===== config.mk =====
export PLATFORM = sky130hd
export DESIGN_NAME = fib_seq_ctrl
export DESIGN_NICKNAME = d
export VERILOG_FILES = /design/src/rtl/fib_seq_ctrl.sv
export SDC_FILE = /design/constraint.sdc
export NUM_CORES = 1
export LEC_CHECK = 0
export CAP_MARGIN = 20
export CELL_PAD_IN_SITES_DETAIL_PLACEMENT = 0
export CELL_PAD_IN_SITES_GLOBAL_PLACEMENT = 1
export CORE_ASPECT_RATIO = 1.75
export CORE_MARGIN = 8
export CORE_UTILIZATION = 39
export CTS_CLUSTER_SIZE = 30
export DETAILED_ROUTE_END_ITERATION = 10
export MAX_ROUTING_LAYER = met4
export PLACE_DENSITY = 0.82
export SETUP_SLACK_MARGIN = 0.02
export SLEW_MARGIN = 20
export SYNTH_ARGS = -nofsm -noshare
export SYNTH_HDL_FRONTEND = slang
export SYNTH_SLANG_ARGS = --single-unit

===== constraint.sdc =====
create_clock -name clk -period 3 [get_ports clk]
set_input_delay 0.6 -clock clk [delete_from_list [all_inputs] [get_ports clk]]
set_output_delay 0.6 -clock clk [all_outputs]
set_load 0.02 [all_outputs]

===== src/rtl/fib_seq_ctrl.sv =====
// Fibonacci sequencer controller: sequences ALU opcode, register-file indices and write enable.
// Optional iteration cap is compiled in by defining FIB_SEQ_ITER_LIMIT_EN.
module fib_seq_ctrl #(
  parameter  int NREG     = 3,
  parameter  int CW       = 8,
  parameter  int MAX_ITER = 200,
  localparam int IW       = $clog2(NREG)
) (
  input  logic          clk,
  input  logic          rst,
  input  logic          start,
  input  logic          mayor,
  output logic [1:0]    alu_op,
  output logic [IW-1:0] sel_a,
  output logic [IW-1:0] sel_b,
  output logic [IW-1:0] sel_w,
  output logic          we,
  output logic          busy,
  output logic          done,
  output logic          ovf,
  output logic [CW-1:0] iter_count,
  output logic [IW-1:0] res_idx
);

  typedef enum logic [2:0] {
    S_IDLE, S_INIT0, S_INIT1, S_SELECT, S_ADD, S_WRITE, S_CMP, S_DONE
  } state_t;

  typedef enum logic [1:0] {
    OP_ADD  = 2'b00,
    OP_HOLD = 2'b01,
    OP_ZERO = 2'b10,
    OP_ONE  = 2'b11
  } op_t;

`ifdef FIB_SEQ_ITER_LIMIT_EN
  localparam bit CAP_EN = 1'b1;
`else
  localparam bit CAP_EN = 1'b0;
`endif

  localparam logic [IW-1:0] PTR_A0   = IW'(0);
  localparam logic [IW-1:0] PTR_B0   = IW'(1);
  localparam logic [IW-1:0] PTR_W0   = IW'(2);
  localparam logic [IW-1:0] PTR_LAST = IW'(NREG - 1);
  localparam logic [CW-1:0] ITER_SAT = '1;
  localparam logic [CW-1:0] ITER_CAP = CW'(MAX_ITER);

  state_t        state_q, state_d;
  logic [IW-1:0] ptr_a_q, ptr_a_d;
  logic [IW-1:0] ptr_b_q, ptr_b_d;
  logic [IW-1:0] ptr_w_q, ptr_w_d;
  logic [CW-1:0] iter_q,  iter_d;
  logic          ovf_q,   ovf_d;
  logic [IW-1:0] res_q,   res_d;
  logic          cap_hit;

  assign cap_hit = CAP_EN && (iter_q == ITER_CAP);

  always_comb begin
    // NOTE: every *_d starts from its *_q so no path through the case can infer a latch.
    state_d = state_q;
    ptr_a_d = ptr_a_q;
    ptr_b_d = ptr_b_q;
    ptr_w_d = ptr_w_q;
    iter_d  = iter_q;
    ovf_d   = ovf_q;
    res_d   = res_q;
    case (state_q)
      S_IDLE: begin
        if (start) begin
          state_d = S_INIT0;
          iter_d  = '0;
          ovf_d   = 1'b0;
          res_d   = '0;
        end
      end
      S_INIT0: begin
        state_d = S_INIT1;
        ptr_a_d = PTR_A0;
        ptr_b_d = PTR_B0;
        ptr_w_d = PTR_W0;
      end
      S_INIT1:  state_d = S_SELECT;
      S_SELECT: state_d = S_ADD;
      S_ADD:    state_d = S_WRITE;
      S_WRITE:  state_d = S_CMP;
      S_CMP: begin
        // The datapath limit takes priority over the cap, so a tie never flags overflow.
        if (mayor) begin
          state_d = S_DONE;
          res_d   = ptr_w_q;
        end else if (cap_hit) begin
          state_d = S_DONE;
          res_d   = ptr_w_q;
          ovf_d   = 1'b1;
        end else begin
          state_d = S_SELECT;
          ptr_a_d = ptr_b_q;
          ptr_b_d = ptr_w_q;
          ptr_w_d = (ptr_w_q == PTR_LAST) ? '0 : ptr_w_q + IW'(1);
          if (iter_q != ITER_SAT) iter_d = iter_q + CW'(1);
        end
      end
      S_DONE:  state_d = S_IDLE;
      default: state_d = S_IDLE;
    endcase
  end

  always_ff @(posedge clk or posedge rst) begin
    // NOTE: state updates use <= so every flop samples the pre-edge value of its neighbours.
    if (rst) begin
      state_q <= S_IDLE;
      ptr_a_q <= PTR_A0;
      ptr_b_q <= PTR_B0;
      ptr_w_q <= PTR_W0;
      iter_q  <= '0;
      ovf_q   <= 1'b0;
      res_q   <= '0;
    end else begin
      state_q <= state_d;
      ptr_a_q <= ptr_a_d;
      ptr_b_q <= ptr_b_d;
      ptr_w_q <= ptr_w_d;
      iter_q  <= iter_d;
      ovf_q   <= ovf_d;
      res_q   <= res_d;
    end
  end

  // Control outputs are a pure decode of the state and pointer registers.
  always_comb begin
    alu_op = OP_HOLD;
    sel_a  = ptr_a_q;
    sel_b  = ptr_b_q;
    sel_w  = ptr_w_q;
    we     = 1'b0;
    busy   = 1'b1;
    done   = 1'b0;
    case (state_q)
      S_IDLE: begin
        alu_op = OP_ADD;
        sel_a  = '0;
        sel_b  = '0;
        sel_w  = '0;
        busy   = 1'b0;
      end
      S_INIT0: begin
        alu_op = OP_ZERO;
        sel_a  = '0;
        sel_b  = '0;
        sel_w  = PTR_A0;
        we     = 1'b1;
      end
      S_INIT1: begin
        alu_op = OP_ONE;
        sel_a  = '0;
        sel_b  = '0;
        sel_w  = PTR_B0;
        we     = 1'b1;
      end
      S_SELECT: alu_op = OP_HOLD;
      S_ADD:    alu_op = OP_ADD;
      S_WRITE: begin
        alu_op = OP_ADD;
        we     = 1'b1;
      end
      S_CMP:  alu_op = OP_HOLD;
      S_DONE: done   = 1'b1;
      default: begin
        alu_op = OP_ADD;
        busy   = 1'b0;
      end
    endcase
  end

  assign iter_count = iter_q;
  assign res_idx    = res_q;
  assign ovf        = CAP_EN ? ovf_q : 1'b0;

endmodule


==> key figures <==
Outcome
  – Run status: complete, no violations

Worst setup path
  – Buffers & Inverters on Critical Path: 1
  – CP Class: reg2out
  – Critical path's largest stage delay: 0.72 ns
  – Critical Path AT: 2.02 ns
  – Critical path's top delay family: flip-flops
  – Crit end category: output pin
  – CP cell instances: a21oi_1 > nor2b_1 > clkdlybuf4s50_1
  – Critical path data required time: 2.40 ns
  – Startpoint Class: flip-flop
  – Critical path peak fanout: 20
  – Slowest CP cell: dfrtp_1

Global routing
  – Gr usage total: 0.119
  – Vias in the first global route: 1,041
  – First-pass GRT wire length: 4680 um
  – Largest net degree at the start of global routing: 21
  – GRT Residual Overflow: 0
  – Initial antenna violation count: 0

Logic synthesis
  – Syn_area_per_cell: 9.02 sq um
  – Synth Flop Type: dfrtp_1
  – EDFF count, synth: 0
  – #FFs+latches synth: 19
  – YS warnings: 0
  – Ranking of synthesized cells by area: dfrtp_1 38%, dfstp_2 4.7%, o21ai_0 4.4%, nor2_1 4.0%, nand2_1 3.7%
  – Synth top area share: 0.377
  – Post-synth top cells: 17 x dfrtp_1, 12 x nor2_1, 11 x nand2_1
  – Seq/Total Area, Yosys: 0.424
  – Post-Syn Nets: 130
  – Post-synth ARST share: 1.00
  – Distinct cells, synth: 45
  – Most frequent cell after synthesis: dfrtp_1
  – Cells after Synth: 125
  – Cell accounting for the most synthesized area: dfrtp_1
  – Mapped cell area: 1130 sq um

Power and ir drop
  – Power Density: 980 nW/um^2
  – Peak supply drop: 0.000501 V
  – Leakage: 0.569 nW

STA
  – RSZ-0062 raised after global routing: false
  – Fmax: 382 MHz
  – Max Transition Viols Final: 0
  – Final worst path period need: 2.62 ns
  – Hold Violations, Final: 0
  – Setup TNS: 0 ns
  – Final setup viols: 0
  – Fin crit share: 0.872
  – Slew HR: 0.490
  – Worst-Margin Slew: 0.765 ns
  – Worst Skew: 0.00382 ns

Die
  – Core area: 2830 sq um
  – Die Ht: 87.1 um
  – Die width: 56.6 um
  – Starting Density: 0.398
  – Io pins: 26
  – Full die area: 4930 sq um
  – Row cnt: 26

Placement
  – Final HPWL DP: 2000 um
  – Global placer's final weighted congestion: 0.824
  – Port Buffer Count: 24
  – Cell Area, Placed: 1360 sq um

Layout
  – Fin area: 1400 sq um
  – Final net count: 149
  – Share of cells above drive strength 1: 0.112
  – Area growth from synthesis to layout: 24.2%
  – # diodes: 0

Routing
  – Post-route ant nets: 0
  – Drt first pass iters: 4
  – Drt initial violations: 39
  – Total number of vias: 1,018
  – Final WL: 2730 um
  – DRC viols: 0
  – Wire length per cell: 15.9 um
  – Via density: 5.95

CTS
  – Clk root buf: clkbuf_8
  – H-tree levels: 1
  – Worst skew pair latency: 0.25 ns
  – # resized after CTS: 0
  – Clock transition at path regs: 0.07 ns
  – Cts hold-fix bufs: 0
  – TritonCTS clock tree: built
  – Cts bufs inserted: 3
  – Setup bufs post-CTS: 0
  – Total clock sinks: 19
  – Clock tree buffer depth: 2

Run
  – Max-Cap Viols: 0

Hold path
  – Worst min path class: reg2reg
-- cell families (layout without fill, tap and decap cells) --
group | count (synthesis) | in the layout | share of synthesized area
compound gates | 34 | 34 | 0.222
xor+xnor | 1 | 1 | 0.00777
flops | 19 | 19 | 0.424
buf+inv | 16 | 34 | 0.0655
fa+ha+maj | 1 | 1 | 0.0111
other cells | 1 | 1 | 0.00333
simple gates | 50 | 50 | 0.234
mux | 3 | 3 | 0.0322
-- state kept, by name, indices dropped and copies added, names as in the netlist --
name,flops
ptr_b_q,2
ptr_a_q,2
iter_count,8
state_q,3
res_idx,2
ptr_w_q,2
-- cells in the final DEF, fill, tap and decap left out, drive strengths merged, types with 2 or more instances in the layout --
master	n
dfstp	2
a21oi	6
nand3	4
inv	5
nor3	2
nor2b	6
a21o	2
o21ai	11
nor2	12
dfrtp	17
a32o	2
clkbuf	4
a22o	2
a31oi	3
nor4	3
o221a	2
nand2	11
mux2	2
clkdlybuf4s50	24
and3	2
-- power by group --
part / internal, mW / switching [mW] / leakage (nW)
Combinational: 0.342 / 0.359 / 0.297
Sequential: 0.341 / 0.154 / 0.249
Clock: 0.0943 / 0.0821 / 0.0228
Total: 0.777 / 0.595 / 0.569
-- worst paths after layout --
path                                       to  slack (ns)  depth (start not counted)  startpoint
worst max-delay path                 sel_b[1]        0.38                          3  state_q[0]
worst min-delay path               res_idx[1]        0.50                          1  res_idx[1]
worst max register to register  iter_count[4]        1.20                          3  state_q[0]
worst min register to register     res_idx[1]        0.50                          1  res_idx[1]
max in group asynchronous          ptr_b_q[1]        1.74                          2         rst
min in group asynchronous       iter_count[4]        0.78                          2         rst
-- layout make-up --
class / count / area (sq um)
inverter: 5 / 18.8
sequential: 19 / 478
fill: 273 / 1430
multi-input combinational: 90 / 576
tap: 28 / 35.0
timing repair buffer: 25 / 248
clock buffer: 4 / 45.0
-- metrics by stage --
stage	total power, mW	worst slack [ns]	instances	utilization	hold WS [ns]
finish	1.37	0.385	171	0.495	0.499
global route	1.48	0.172	171	0.495	0.535
CTS	1.39	0.354	171	0.495	0.502
detailed placement	1.21	0.655	167	0.479	0.486
global placement	1.19	0.697	167	0.479	0.479
floorplan	0.936	1.30	125	-	0.504
-- per-layer routing --
| layer | track usage | vias up | wire length, um |
|---|---|---|---|
| li1 | - | 481 | - |
| met1 | 0.121 | 493 | 1090 |
| met2 | 0.197 | 34 | 1400 |
| met3 | 0.0292 | 10 | 146 |
| met4 | 0.0747 | 0 | 83 |
| met5 | - | - | 0 |
Note: power is estimated with default switching activity, not from simulation.
